[src/rtl/bist_pkg.sv]
// Shared definitions for the memory BIST response analyzer: state encoding,
// default widths and the supported read-latency range.
package bist_pkg;

  localparam int DEF_A_WIDTH = 4;
  localparam int DEF_D_WIDTH = 8;

  localparam int RD_LAT_MIN = 1;
  localparam int RD_LAT_MAX = 4;
  // Wide enough to count up to RD_LAT_MAX-1 drain cycles.
  localparam int DRAIN_CNT_W = 3;

  localparam logic [2:0] S_IDLE  = 3'd0;
  localparam logic [2:0] S_RUN   = 3'd1;
  localparam logic [2:0] S_DRAIN = 3'd2;
  localparam logic [2:0] S_PASS  = 3'd3;
  localparam logic [2:0] S_FAIL  = 3'd4;

  typedef enum logic [2:0] {
    ST_IDLE  = S_IDLE,
    ST_RUN   = S_RUN,
    ST_DRAIN = S_DRAIN,
    ST_PASS  = S_PASS,
    ST_FAIL  = S_FAIL
  } state_t;

endpackage

[src/rtl/bist_align_pipe.sv]
// RD_LAT-deep delay line carrying {valid, exp_bit, addr} so the expected bit
// and address line up with the memory's returned read data.
module bist_align_pipe
  import bist_pkg::*;
#(
  parameter int A_WIDTH = DEF_A_WIDTH,
  parameter int RD_LAT  = 1
) (
  input  logic               clk,
  input  logic               rst,
  input  logic               load,
  input  logic               exp_bit,
  input  logic [A_WIDTH-1:0] addr,
  output logic               valid_out,
  output logic               exp_bit_out,
  output logic [A_WIDTH-1:0] addr_out
);

  logic [RD_LAT-1:0]  valid_q;
  logic [RD_LAT-1:0]  exp_q;
  logic [A_WIDTH-1:0] addr_q [RD_LAT];

  always_ff @(posedge clk or posedge rst) begin
    if (rst) begin
      valid_q <= '0;
      exp_q   <= '0;
      for (int i = 0; i < RD_LAT; i++) addr_q[i] <= '0;
    end else begin
      valid_q[0] <= load;
      exp_q[0]   <= exp_bit;
      addr_q[0]  <= addr;
      for (int i = 1; i < RD_LAT; i++) begin
        valid_q[i] <= valid_q[i-1];
        exp_q[i]   <= exp_q[i-1];
        addr_q[i]  <= addr_q[i-1];
      end
    end
  end

  assign valid_out   = valid_q[RD_LAT-1];
  assign exp_bit_out = exp_q[RD_LAT-1];
  assign addr_out    = addr_q[RD_LAT-1];

endmodule

[src/rtl/bist_response_analyzer.sv]
// Memory BIST response analyzer: realigns expected data, compares, counts
// mismatches, captures the first failure and reports a pass/fail verdict.
// Optional fail-stop behaviour is enabled with `define BIST_FAIL_STOP_EN.
module bist_response_analyzer
  import bist_pkg::*;
#(
  parameter int A_WIDTH = DEF_A_WIDTH,
  parameter int D_WIDTH = DEF_D_WIDTH,
  parameter int RD_LAT  = 1,
  parameter int ERR_W   = 8
) (
  input  logic               clk,
  input  logic               rst,
  input  logic               start,
  input  logic               read_in,
  input  logic               exp_bit,
  input  logic [A_WIDTH-1:0] addr_in,
  input  logic               done_in,
  input  logic [D_WIDTH-1:0] rdata,
  output logic               busy,
  output logic               pass,
  output logic               fail,
  output logic               mismatch,
  output logic [ERR_W-1:0]   err_count,
  output logic [A_WIDTH-1:0] fail_addr,
  output logic [D_WIDTH-1:0] fail_data,
  output logic               halt
);

  state_t state_q, state_d;
  logic [DRAIN_CNT_W-1:0] drain_q;
  logic                   drain_last;
  logic                   start_ok;
  logic                   stop_req;

  logic               pipe_valid;
  logic               pipe_exp;
  logic [A_WIDTH-1:0] pipe_addr;
  logic               miscompare;

  logic               mismatch_q;
  logic [ERR_W-1:0]   err_q;
  logic [A_WIDTH-1:0] fail_addr_q;
  logic [D_WIDTH-1:0] fail_data_q;
  logic               first_seen_q;

  bist_align_pipe #(
    .A_WIDTH (A_WIDTH),
    .RD_LAT  (RD_LAT)
  ) u_align (
    .clk         (clk),
    .rst         (rst),
    .load        (read_in && (state_q == ST_RUN)),
    .exp_bit     (exp_bit),
    .addr        (addr_in),
    .valid_out   (pipe_valid),
    .exp_bit_out (pipe_exp),
    .addr_out    (pipe_addr)
  );

  assign miscompare = pipe_valid && (rdata != {D_WIDTH{pipe_exp}});
  assign drain_last = (drain_q == DRAIN_CNT_W'(RD_LAT - 1));
  assign start_ok   = start && (state_q == ST_IDLE || state_q == ST_PASS ||
                                state_q == ST_FAIL);

  always_ff @(posedge clk or posedge rst) begin
    if (rst) state_q <= ST_IDLE;
    else     state_q <= state_d;
  end

  // The last drain cycle can still hold a compare, so the verdict folds it in.
  always_comb begin
    state_d = state_q;
    case (state_q)
      ST_IDLE, ST_PASS, ST_FAIL: if (start) state_d = ST_RUN;
      ST_RUN:   if (done_in || stop_req) state_d = ST_DRAIN;
      ST_DRAIN: if (drain_last)
                  state_d = ((err_q != '0) || miscompare) ? ST_FAIL : ST_PASS;
      default:  state_d = ST_IDLE;
    endcase
  end

  always_ff @(posedge clk or posedge rst) begin
    if (rst)                        drain_q <= '0;
    else if (state_q != ST_DRAIN)   drain_q <= '0;
    else if (!drain_last)           drain_q <= drain_q + 1'b1;
  end

  always_ff @(posedge clk or posedge rst) begin
    if (rst) begin
      mismatch_q   <= 1'b0;
      err_q        <= '0;
      fail_addr_q  <= '0;
      fail_data_q  <= '0;
      first_seen_q <= 1'b0;
    end else if (start_ok) begin
      mismatch_q   <= 1'b0;
      err_q        <= '0;
      fail_addr_q  <= '0;
      fail_data_q  <= '0;
      first_seen_q <= 1'b0;
    end else begin
      mismatch_q <= miscompare;
      if (miscompare) begin
        if (err_q != {ERR_W{1'b1}}) err_q <= err_q + ERR_W'(1);
        if (!first_seen_q) begin
          fail_addr_q  <= pipe_addr;
          fail_data_q  <= rdata;
          first_seen_q <= 1'b1;
        end
      end
    end
  end

`ifdef BIST_FAIL_STOP_EN
  logic halt_q;

  assign stop_req = miscompare;

  always_ff @(posedge clk or posedge rst) begin
    if (rst)             halt_q <= 1'b0;
    else if (start_ok)   halt_q <= 1'b0;
    else if (miscompare) halt_q <= 1'b1;
  end

  assign halt = halt_q;
`else
  assign stop_req = 1'b0;
  assign halt     = 1'b0;
`endif

  assign busy      = (state_q == ST_RUN) || (state_q == ST_DRAIN);
  assign pass      = (state_q == ST_PASS);
  assign fail      = (state_q == ST_FAIL);
  assign mismatch  = mismatch_q;
  assign err_count = err_q;
  assign fail_addr = fail_addr_q;
  assign fail_data = fail_data_q;

endmodule

[config.mk]
export PLATFORM = sky130hd
export DESIGN_NAME = bist_response_analyzer
export DESIGN_NICKNAME = d
export VERILOG_FILES = /design/src/rtl/bist_pkg.sv /design/src/rtl/bist_align_pipe.sv /design/src/rtl/bist_response_analyzer.sv
export SDC_FILE = /design/constraint.sdc
export NUM_CORES = 1
export LEC_CHECK = 0
export CAP_MARGIN = 15
export CORE_UTILIZATION = 44
export CTS_CLUSTER_DIAMETER = 50
export CTS_CLUSTER_SIZE = 20
export DETAILED_ROUTE_END_ITERATION = 7
export PLACE_DENSITY = 0.77
export SLEW_MARGIN = 20
export SYNTH_ARGS = -nofsm -noshare
export SYNTH_HDL_FRONTEND = slang
export SYNTH_HIERARCHICAL = 1
export SYNTH_SLANG_ARGS = --single-unit
[constraint.sdc]
create_clock -name clk -period 1.4 [get_ports clk]
set_input_delay 0.14 -clock clk [delete_from_list [all_inputs] [get_ports clk]]
set_output_delay 0.14 -clock clk [all_outputs]
set_load 0.03 [all_outputs]
==> impl_metrics.tcl <==
set metrics [dict create \
    status "finished, violations left" \
    violations "negative setup slack" \
    numCtsBuffers 5 \
    postCtsHoldBufs 0 \
    min_period_ns 1.506 \
    synth.most_common_cell "dfrtp_1" \
    endpoint "err_count[2]" \
    critPathKind "flop to flop" \
    cellPowerDensity_nw_per_um2 1634 \
    ys_ff_latch 34 \
    swShare 0.4094 \
    antenna_found_initial 0 \
    rows 22 \
    drive_gt1_frac 0.3819 \
    finalSetupViolCount 11 \
    grt_overflow_total 0 \
    min_period_over_period 1.076 \
    syn_avg_cell_area_um2 9.499 \
    fp.coreArea_um2 3689 \
    arrival_ns 1.72 \
    clock_skew_ns 0.005096 \
    start_kind "flop" \
    fin_nets 275 \
    ys_async_sr_fraction 1.000 \
    max_freq_mhz 664.0 \
    drcViolationCount 0 \
    wl_per_cell_um 17.40 \
    pwr-share-clk 0.200 \
    synth-main-ff-cell "dfrtp_1" \
    hpwl_mm 2.986 \
    synth_warnings 6 \
    grt_max_degree 29 \
    finalHoldViolCount 0 \
    portBuffers 41 \
    die_area_um2 4117 \
    dr.pass1.iters 5 \
    synth_area_leaders "dfrtp_1, nand3_1, a21oi_1" \
    path_clk_slew_ns 0.07 \
    p_int_mw 2.650 \
    rsz0062_at_grt "yes" \
    initial_core_util 0.4610 \
    dieWidth_um 64.17 \
    cts_sinks 34 \
    layout_setup_ws_ns -0.1060 \
    drtIter0Drc 128 \
    synth_fp_nets 201 \
    yosysUniqueCellTypes 40 \
    htree_levels 2 \
    finalMaxSlewViolations 0 \
    netSwitchingPower_mw 1.838 \
    rrSetupSlack_ns -0.11 \
    syn-cell-area_um2 1700 \
    synth_common_cells "dfrtp_1, nand3_1, a21oi_1" \
    ant_nets 0 \
    crit_fanout 4 \
    max-vdd-ir-drop_mv 0.9795 \
    ios 43 \
    synth_largest_area_cell "dfrtp_1" \
    yosys.area.top_type_share 0.5004 \
    critPathRequiredTime_ns 1.62 \
    r2r_cells 5 \
    via_count 1722 \
    die_h_um 64.17 \
    grt_pass1_wl_mm 7.258 \
    synth_edf_count 0 \
    routed_wirelength_mm 5.255 \
    ctsLongestPathBuffers 2 \
    maxCapViolations 0 \
    p_leak_nw 1.230 \
    r2r-start "u_align/exp_bit_out" \
    insertion_delay_ns 0.29 \
    clock-root-buffer "clkbuf_8" \
    cts_tree "built" \
    min_path_type "input pin to asynchronous set/reset pin" \
    seq_power_share 0.297 \
    whs_ns 0.08053 \
    r2r-end "err_count[2]" \
    netlist_instances 179 \
    area_growth_pct 61.52 \
    grt_pass1_vias 1597 \
    routed_via_density 5.702 \
    end_kind "flop" \
    yosysSeqAreaShare 0.5004 \
    finalSetupTns_ns -0.5565 \
    place_congestion 0.7959 \
    startpoint "u_align/exp_bit_out" \
    power_frac_comb 0.503 \
    total_power_mw 4.488 \
    diodes 0 \
    grtUsageTotal 0.2359 \
]
==> stage by stage <==
step                      cell area [µm²]  worst slack [ns]  instances  utilization
after global routing                 2746           -0.1811        302       0.7446
final                                2746           -0.1060        302       0.7446
after global placement               2356           -0.3585        287       0.6387
after detailed placement             2356           -0.4501        287       0.6387
after floorplan                      1732          -0.03479        179            -
after CTS                            2529          -0.03457        297       0.6856
==> critical path, cell delays in order (launching register included) <==
cell and delay, ns:
dfrtp_1 0.42, nand3_2 0.11, o31ai_4 0.08, buf_2 0.18, or4_4 0.52, a21oi_2 0.12
==> power by group through the flow <==
stage / logic [mW] / clock network, mW / registers [mW]
floorplan: 0.880 / 0 / 1.50
global placement: 1.79 / 0 / 1.30
detailed placement: 1.83 / 0 / 1.31
CTS: 1.89 / 0.900 / 1.30
global route: 2.39 / 0.976 / 1.35
finish: 2.26 / 0.900 / 1.33
==> layer usage <==
| layer | global-route usage | wire (µm) | vias up | part of all wire |
|---|---|---|---|---|
| li1 | - | - | 796 | - |
| met1 | 0.2732 | 2066 | 844 | 0.39 |
| met2 | 0.4202 | 2721 | 65 | 0.52 |
| met3 | 0.06607 | 238 | 17 | 0.045 |
| met4 | 0.07222 | 229 | 0 | 0.044 |
| met5 | 0 | 0 | - | 0 |
==> how the worst min path moves through the flow <==
stage                     start             endpoint
final                       rst  u_align/exp_bit_out
after global routing        rst  u_align/addr_out[0]
after CTS                   rst  u_align/addr_out[0]
after detailed placement    rst  u_align/addr_out[0]
after global placement      rst  u_align/addr_out[0]
after floorplan             rst  u_align/addr_out[0]
==> layout make-up <==
| cell class | count | area (µm²) |
|---|---|---|
| fill | 267 | 942.2 |
| clock buffer | 5 | 68.82 |
| tap | 48 | 60.06 |
| clock inverter | 3 | 40.04 |
| timing repair buffer | 76 | 648.1 |
| inverter | 11 | 43.79 |
| sequential | 34 | 860.8 |
| multi-input combinational | 125 | 1025 |
==> state kept, by name, indices dropped and copies added (netlist names) <==
register,cells
fail_addr,4
u_align/addr_out,4
u_align/exp_bit_out,1
err_count,8
first_seen_q,1
state_q,3
mismatch,1
u_align/valid_out,1
drain_q,3
fail_data,8
==> what timing repair did <==
action	CTS	global route
resized for setup	44	57
pin swaps	5	15
endpoints found under the hold margin	0	0
buffers inserted	2	3
setup endpoints to repair	46	28
cloned	0	2
==> cell usage in the layout, fill, tap and decap left out, types with 3 or more instances in the layout <==
| cell | count |
|---|---|
| nand3_2 | 3 |
| dfrtp_2 | 8 |
| inv_2 | 3 |
| clkbuf_8 | 5 |
| nand2b_1 | 4 |
| dfrtp_1 | 26 |
| dlygate4sd2_1 | 24 |
| nand3_1 | 14 |
| buf_6 | 6 |
| buf_4 | 31 |
| a21oi_1 | 12 |
| nand4_1 | 3 |
| inv_1 | 7 |
| mux2i_1 | 7 |
| nor2_2 | 3 |
| nor3_2 | 3 |
| nor2_1 | 5 |
| clkdlybuf4s50_1 | 10 |
| o21ai_1 | 10 |
| nand2_1 | 10 |
| o21ai_0 | 3 |
==> logic make-up (layout without fill, tap and decap cells) <==
family / after synthesis / in the layout / synth area share
other: 1 / 1 / 0.002205
and+or+nand+nor: 67 / 67 / 0.2112
buffers and inverters: 20 / 95 / 0.05445
adders and majority gates: 4 / 4 / 0.02943
xor gates and xnor gates: 2 / 2 / 0.01030
AOI/OAI and AO/OA: 44 / 44 / 0.1509
muxes: 7 / 7 / 0.04121
DFF: 34 / 34 / 0.5004
No activity file was read; power rests on OpenSTA's default activity.
==> edit 1: new RTL, config.mk and constraints unchanged <==
`RD_LAT` is set to 1 in 2 places; all go to 2.
--- a/src/rtl/bist_align_pipe.sv
+++ b/src/rtl/bist_align_pipe.sv
@@ -6,3 +6,3 @@
   parameter int A_WIDTH = DEF_A_WIDTH,
-  parameter int RD_LAT  = 1
+  parameter int RD_LAT  = 2
 ) (
--- a/src/rtl/bist_response_analyzer.sv
+++ b/src/rtl/bist_response_analyzer.sv
@@ -8,3 +8,3 @@
   parameter int D_WIDTH = DEF_D_WIDTH,
-  parameter int RD_LAT  = 1,
+  parameter int RD_LAT  = 2,
   parameter int ERR_W   = 8
Check against the original RTL: not equivalent (Yosys sat finds a counterexample within 4 cycles, from zero or initial values and one cycle with rst high).
==> edit 1 against the original RTL <==
Cell area grew 12%; setup slack got worse by 0.14 ns; sequential cell count increased by 6; global-route usage fell by 0.81 points; area after synthesis rose by 16%; sequential power is 26% higher; total power up 26%; routed wire length down 5.8%; largest power group unchanged; the flow still finishes with violations (negative setup slack); die area grew 15%.
==> edit 1: results (changes against the original RTL) <==
synth cell count leaders=40 x dfrtp_1, 21 x nand3_1, 15 x a21oi_1, 14 x nor2_1 (was 34 x dfrtp_1, 18 x nand3_1, 15 x a21oi_1, 12 x nand2_1); post-route setup slack=-0.2451 ns (was -0.1060 ns); fill cell count=289 (was 267); Synth Area in Compound Gates=0.1378 (was 0.1508); maximum buffer depth of the clock tree=2 (unchanged); met3 GRT Util=0.04276 (was 0.06607); final setup fails=11 (unchanged); vias=1779 (was 1722); worst vdd rail ir drop=1.231 mV (was 0.9795 mV); met2 GRT Util=0.3920 (was 0.4202); wire length on met2=2691 um (was 2721 um); outcome=complete, but fails checks (unchanged); count of different cell masters after synthesis=37 (was 40); share of cells above drive strength 1=0.3432 (was 0.3819); final net count=292 (was 275); failing checks=negative setup slack (unchanged); Worst R2R Path Depth=6 (was 5); r2r endpoint=state_q[1]$_DFFE_PP0P_ (was err_count[2]$_DFFE_PP0P_); Avg Cell Area, Syn=9.853 um2 (was 9.499 um2); clock skew=0.003017 ns (was 0.005096 ns); met1 Use GR=0.2723 (was 0.2732); Sw Share=0.4128 (was 0.4094); Placed Instances=303 (was 287); number of DRC markers in iteration 0=117 (was 128); sequential share of the synthesized area=0.5079 (was 0.5004); wire per inst=15.41 um (was 17.40 um); post-synthesis xor/xnor area fraction=0.008889 (was 0.01030); routed metal-1 wire length=2006 um (was 2066 um); vias per inst=5.542 (was 5.702); Worst Path Arrival=1.85 ns (was 1.72 ns); Post-DP HPWL=3197 um (was 2986 um); Max FO, Critical Path=3 (was 4); total combinational power=0.00297 W (was 0.00226 W); P_int=0.003310 W (was 0.002650 W); Hold Buf Count CTS=0 (unchanged); main area contributors after synthesis=dfrtp_1 51%, nand3_1 5.3%, o31ai_1 5.0% (was dfrtp_1 50%, nand3_1 5.3%, a21oi_1 4.4%); Clk. pwr=0.000998 W (was 0.000900 W); met3 wire len=155 um (was 238 um); n_diodes=0 (unchanged); async set or reset register ratio after synthesis=1.000 (unchanged); mux contribution to synthesized area=0.04571 (was 0.04121); P_leak=1.367 nW (was 1.230 nW); routability cong.=0.8543 (was 0.7959); CTS buffer count=5 (unchanged); clk_lat worst skew=0.29 ns (about the same); gr usage total=0.2278 (was 0.2359); first-pass GRT wire length=7810 um (was 7258 um); syn_nets=222 (was 201); YS warnings=6 (unchanged); adder-cell share of the synthesized area=0.02540 (was 0.02943); max layer used=met4 (unchanged); r2r startpoint=err_count[0]$_DFFE_PP0P_ (was u_align/exp_bit_out$_DFF_PP0_)
[edit 1: cell types whose count changed after synthesis, moves of 2 or more]
cell	change
buf_4	+5
clkbuf_1	+2
dfrtp_1	+6
inv_1	-2
mux2i_1	+2
nand3_1	+3
nor2_1	+5
nor3_1	-2
nor3b_1	+2
nor4b_1	+3
o21ai_0	-8
o21ai_1	-3
o31ai_1	+10
[edit 1: logic make-up (layout without fill, tap and decap cells)]
kind of cell             Yosys count  after routing
AO/OA/AOI/OAI                     42             42
XOR/XNOR                           2              2
adder cells (fa/ha/maj)            4              4
buffers and inverters             25             96
flip-flops                        40             40
multiplexers                       9              9
other                              1              1
AND/OR/NAND/NOR                   77             77
[edit 1: repair_timing]
| action | CTS | global route |
|---|---|---|
| endpoints found under the setup margin | 47 | 26 |
| pin swaps | 5 | 20 |
| setup buffers | 2 | 8 |
| gates resized for setup | 43 | 34 |
[edit 1: final cells by class]
type / instances / area share
flip-flops and latches: 40 / 0.3271
clock inverters: 2 / 0.01261
clock buffers: 6 / 0.02685
multi-input cells: 135 / 0.3723
repair buffers: 79 / 0.2299
well taps: 50 / 0.02034
inverters: 9 / 0.01098
[edit 1: stage by stage]
step	hold slack (ns)	utilization	TNS (ns)	area, um2	worst slack (ns)
after global routing	0.2165	0.7422	-2.287	3075	-0.3398
after CTS	0.1666	0.6803	-1.389	2819	-0.2886
final	0.1595	0.7422	-0.9744	3075	-0.2451
after global placement	0.3338	0.6392	-8.723	2649	-0.4510
after floorplan	0.004699	-	-0.9107	2036	-0.2737
after detailed placement	0.3381	0.6392	-9.477	2649	-0.4583
[edit 1: worst max-delay path: stages, from the launching register on]
cell and delay [ns]:
dfrtp_2 0.41, inv_2 0.06, ha_1 0.13, or4b_4 0.46, nor4_4 0.16, o21ai_2 0.12, a211oi_2 0.21
==> edit 2: new RTL, same flow settings <==
Made on the original files. Register the input `done_in` before use, without a reset. The logic sees it one clock later. The other inputs are not delayed to match.
--- a/src/rtl/bist_response_analyzer.sv
+++ b/src/rtl/bist_response_analyzer.sv
@@ -28,2 +28,8 @@
 );
+
+  logic done_q;
+
+  always_ff @(posedge clk) begin
+    done_q <= done_in;
+  end
 
@@ -75,3 +81,3 @@
       ST_IDLE, ST_PASS, ST_FAIL: if (start) state_d = ST_RUN;
-      ST_RUN:   if (done_in || stop_req) state_d = ST_DRAIN;
+      ST_RUN:   if (done_q || stop_req) state_d = ST_DRAIN;
       ST_DRAIN: if (drain_last)
Function: changed (Yosys sat finds a counterexample within 4 cycles, from zero or initial values and one cycle with rst high).
==> edit 2 against the original RTL <==
The flow still finishes with violations (negative setup slack); core utilization grew 5.7 points; sequential cell count grew 1; cell area grew 9.3%; routed wire length grew 12%; area after synthesis grew 2.8%; setup slack lost 0.057 ns; total power grew 12%; critical path type unchanged.
==> edit 2: results (changes against the original RTL) <==
routability cong.=0.8427 (was 0.7959); first-pass GRT wire length=8328 um (was 7258 um); largest net degree at the start of global routing=29 (unchanged); share of cells above drive strength 1=0.4302 (was 0.3819); Syn Inst Count=182 (was 179); I/O Buffers=41 (unchanged); CTS H-tree depth=2 (unchanged); Initial DRT Pass Iterations=4 (was 5); gr usage total=0.2615 (was 0.2359); async set or reset register ratio after synthesis=0.9714 (was 1.000); P_leak=1.359 nW (was 1.230 nW); CTS buffer count=5 (unchanged); Worst Path Arrival=1.74 ns (was 1.72 ns); sequential share of the synthesized area=0.4982 (was 0.5004); initial antenna violation count=0 (unchanged); synth cell count leaders=34 x dfrtp_1, 17 x nand3_1, 15 x nand2_1, 14 x a21oi_1, 14 x o31ai_1 (was 34 x dfrtp_1, 18 x nand3_1, 15 x a21oi_1, 12 x nand2_1); setup_tns=-1.354 ns (was -0.5565 ns); failing checks=negative setup slack (unchanged); syn_nets=204 (was 201); worst hold-check path type=in -> async (unchanged); CTS clk-pin slew, worst paths=0.08 ns; n_diodes=0 (unchanged); Root Driver=clkbuf_8 (unchanged); maximum buffer depth of the clock tree=2 (unchanged); post-route setup slack=-0.1627 ns (was -0.1060 ns); main area contributors after synthesis=dfrtp_1 49%, o31ai_1 6.0%, nand3_1 4.9% (was dfrtp_1 50%, nand3_1 5.3%, a21oi_1 4.4%); Max FO, Critical Path=3 (was 4); vias in the first global route=1740 (was 1597); dominant synthesized flop cell=dfrtp_1 (unchanged); wire per inst=18.87 um (was 17.40 um); final setup fails=21 (was 11); clock skew=0.01088 ns (was 0.005096 ns); final net count=286 (was 275); worst vdd rail ir drop=1.810 mV (was 0.9795 mV); number of DRC markers in iteration 0=188 (was 128); Post-DP HPWL=3046 um (was 2986 um); Setup Slack @ Placement=-0.5256 ns (was -0.4501 ns); fill cell count=224 (was 267); count of different cell masters after synthesis=39 (was 40); YS warnings=6 (unchanged); outcome=complete, but fails checks (unchanged); vias=1837 (was 1722); final wirelength=5906 um (was 5255 um); clk_lat worst skew=0.29 ns (about the same)
-- edit 2: cell count changes after synthesis, sizes merged, moves of 2 or more --
cell	change
nand2	+3
o31ai	+11
o21ai	-13
nor4	+2
-- edit 2: per-stage QoR --
step | area [um2] | hold slack, ns
after floorplan | 1775 | -0.06904
after global placement | 2460 | 0.3825
after detailed placement | 2460 | 0.3895
after CTS | 2750 | 0.07438
after global routing | 3002 | 0.1341
final | 3002 | 0.09579
-- edit 2: cells by family (layout without fill, tap and decap cells) --
group,Yosys count,count (layout),share of synthesized area
AOI/OAI and AO/OA,40,40,0.1510
xor gates and xnor gates,2,2,0.01002
adders and majority gates,4,4,0.02863
buffers and inverters,21,103,0.05154
DFF,35,35,0.4982
muxes,8,8,0.04581
other,1,1,0.002145
and+or+nand+nor,71,72,0.2126
-- edit 2: repair_timing --
action / 4_1_cts / 5_1_grt
setup buffers: 6 / 5
gates cloned: 2 / 1
pin swaps: 11 / 20
endpoints found under the setup margin: 46 / 30
gates resized for setup: 64 / 48
-- edit 2: routing by layer --
metal | wire [um] | share of wire | vias up | GRT usage
met5 | 0 | 0 | - | 0
met4 | 148 | 0.025 | 0 | 0.1033
met3 | 407 | 0.069 | 22 | 0.05810
met2 | 2922 | 0.49 | 95 | 0.4401
met1 | 2428 | 0.41 | 896 | 0.3240
li1 | - | - | 824 | -
-- edit 2: final timing paths --
kind,from,end,slack (ns),cells past startpoint
worst max-delay path,err_count[0]$_DFFE_PP0P_,err_count[6]$_DFFE_PP0P_,-0.16,6
min in group clk,rdata[6],fail_data[6]$_DFFE_PP0P_,0.28,3
worst min-delay path,rst,u_align/addr_out[2]$_DFF_PP0_,0.1,2
worst max register to register,err_count[0]$_DFFE_PP0P_,err_count[6]$_DFFE_PP0P_,-0.16,6
worst min register to register,u_align/addr_out[1]$_DFF_PP0_,fail_addr[1]$_DFFE_PP0P_,0.54,2
max in group asynchronous,rst,err_count[1]$_DFFE_PP0P_,0.81,3
-- edit 2: power breakdown --
part | internal (W) | leakage (nW) | switching [W] | total [W]
Sequential | 0.00119 | 0.449 | 0.000125 | 0.00132
Clock | 0.000712 | 0.0654 | 0.000388 | 0.00110
Combinational | 0.00115 | 0.845 | 0.00147 | 0.00262
-- edit 2: layout make-up --
class                   count  area [um2]  area share
repair buffers             85       782.0      0.2605
clock inverters             2       60.06     0.02001
inverters                  10       37.54     0.01251
clock buffers               6       72.57     0.02418
multi-input cells         127        1111      0.3702
flip-flops and latches     35       878.3      0.2926
well taps                  48       60.06     0.02001
-- edit 2: worst max-delay path, cell delays in order (launching register included) --
cell      delay [ns]
dfrtp_2         0.42
ha_4            0.17
nand2_4         0.06
buf_4           0.15
nor2_2          0.17
a31oi_1         0.17
a311oi_2        0.31
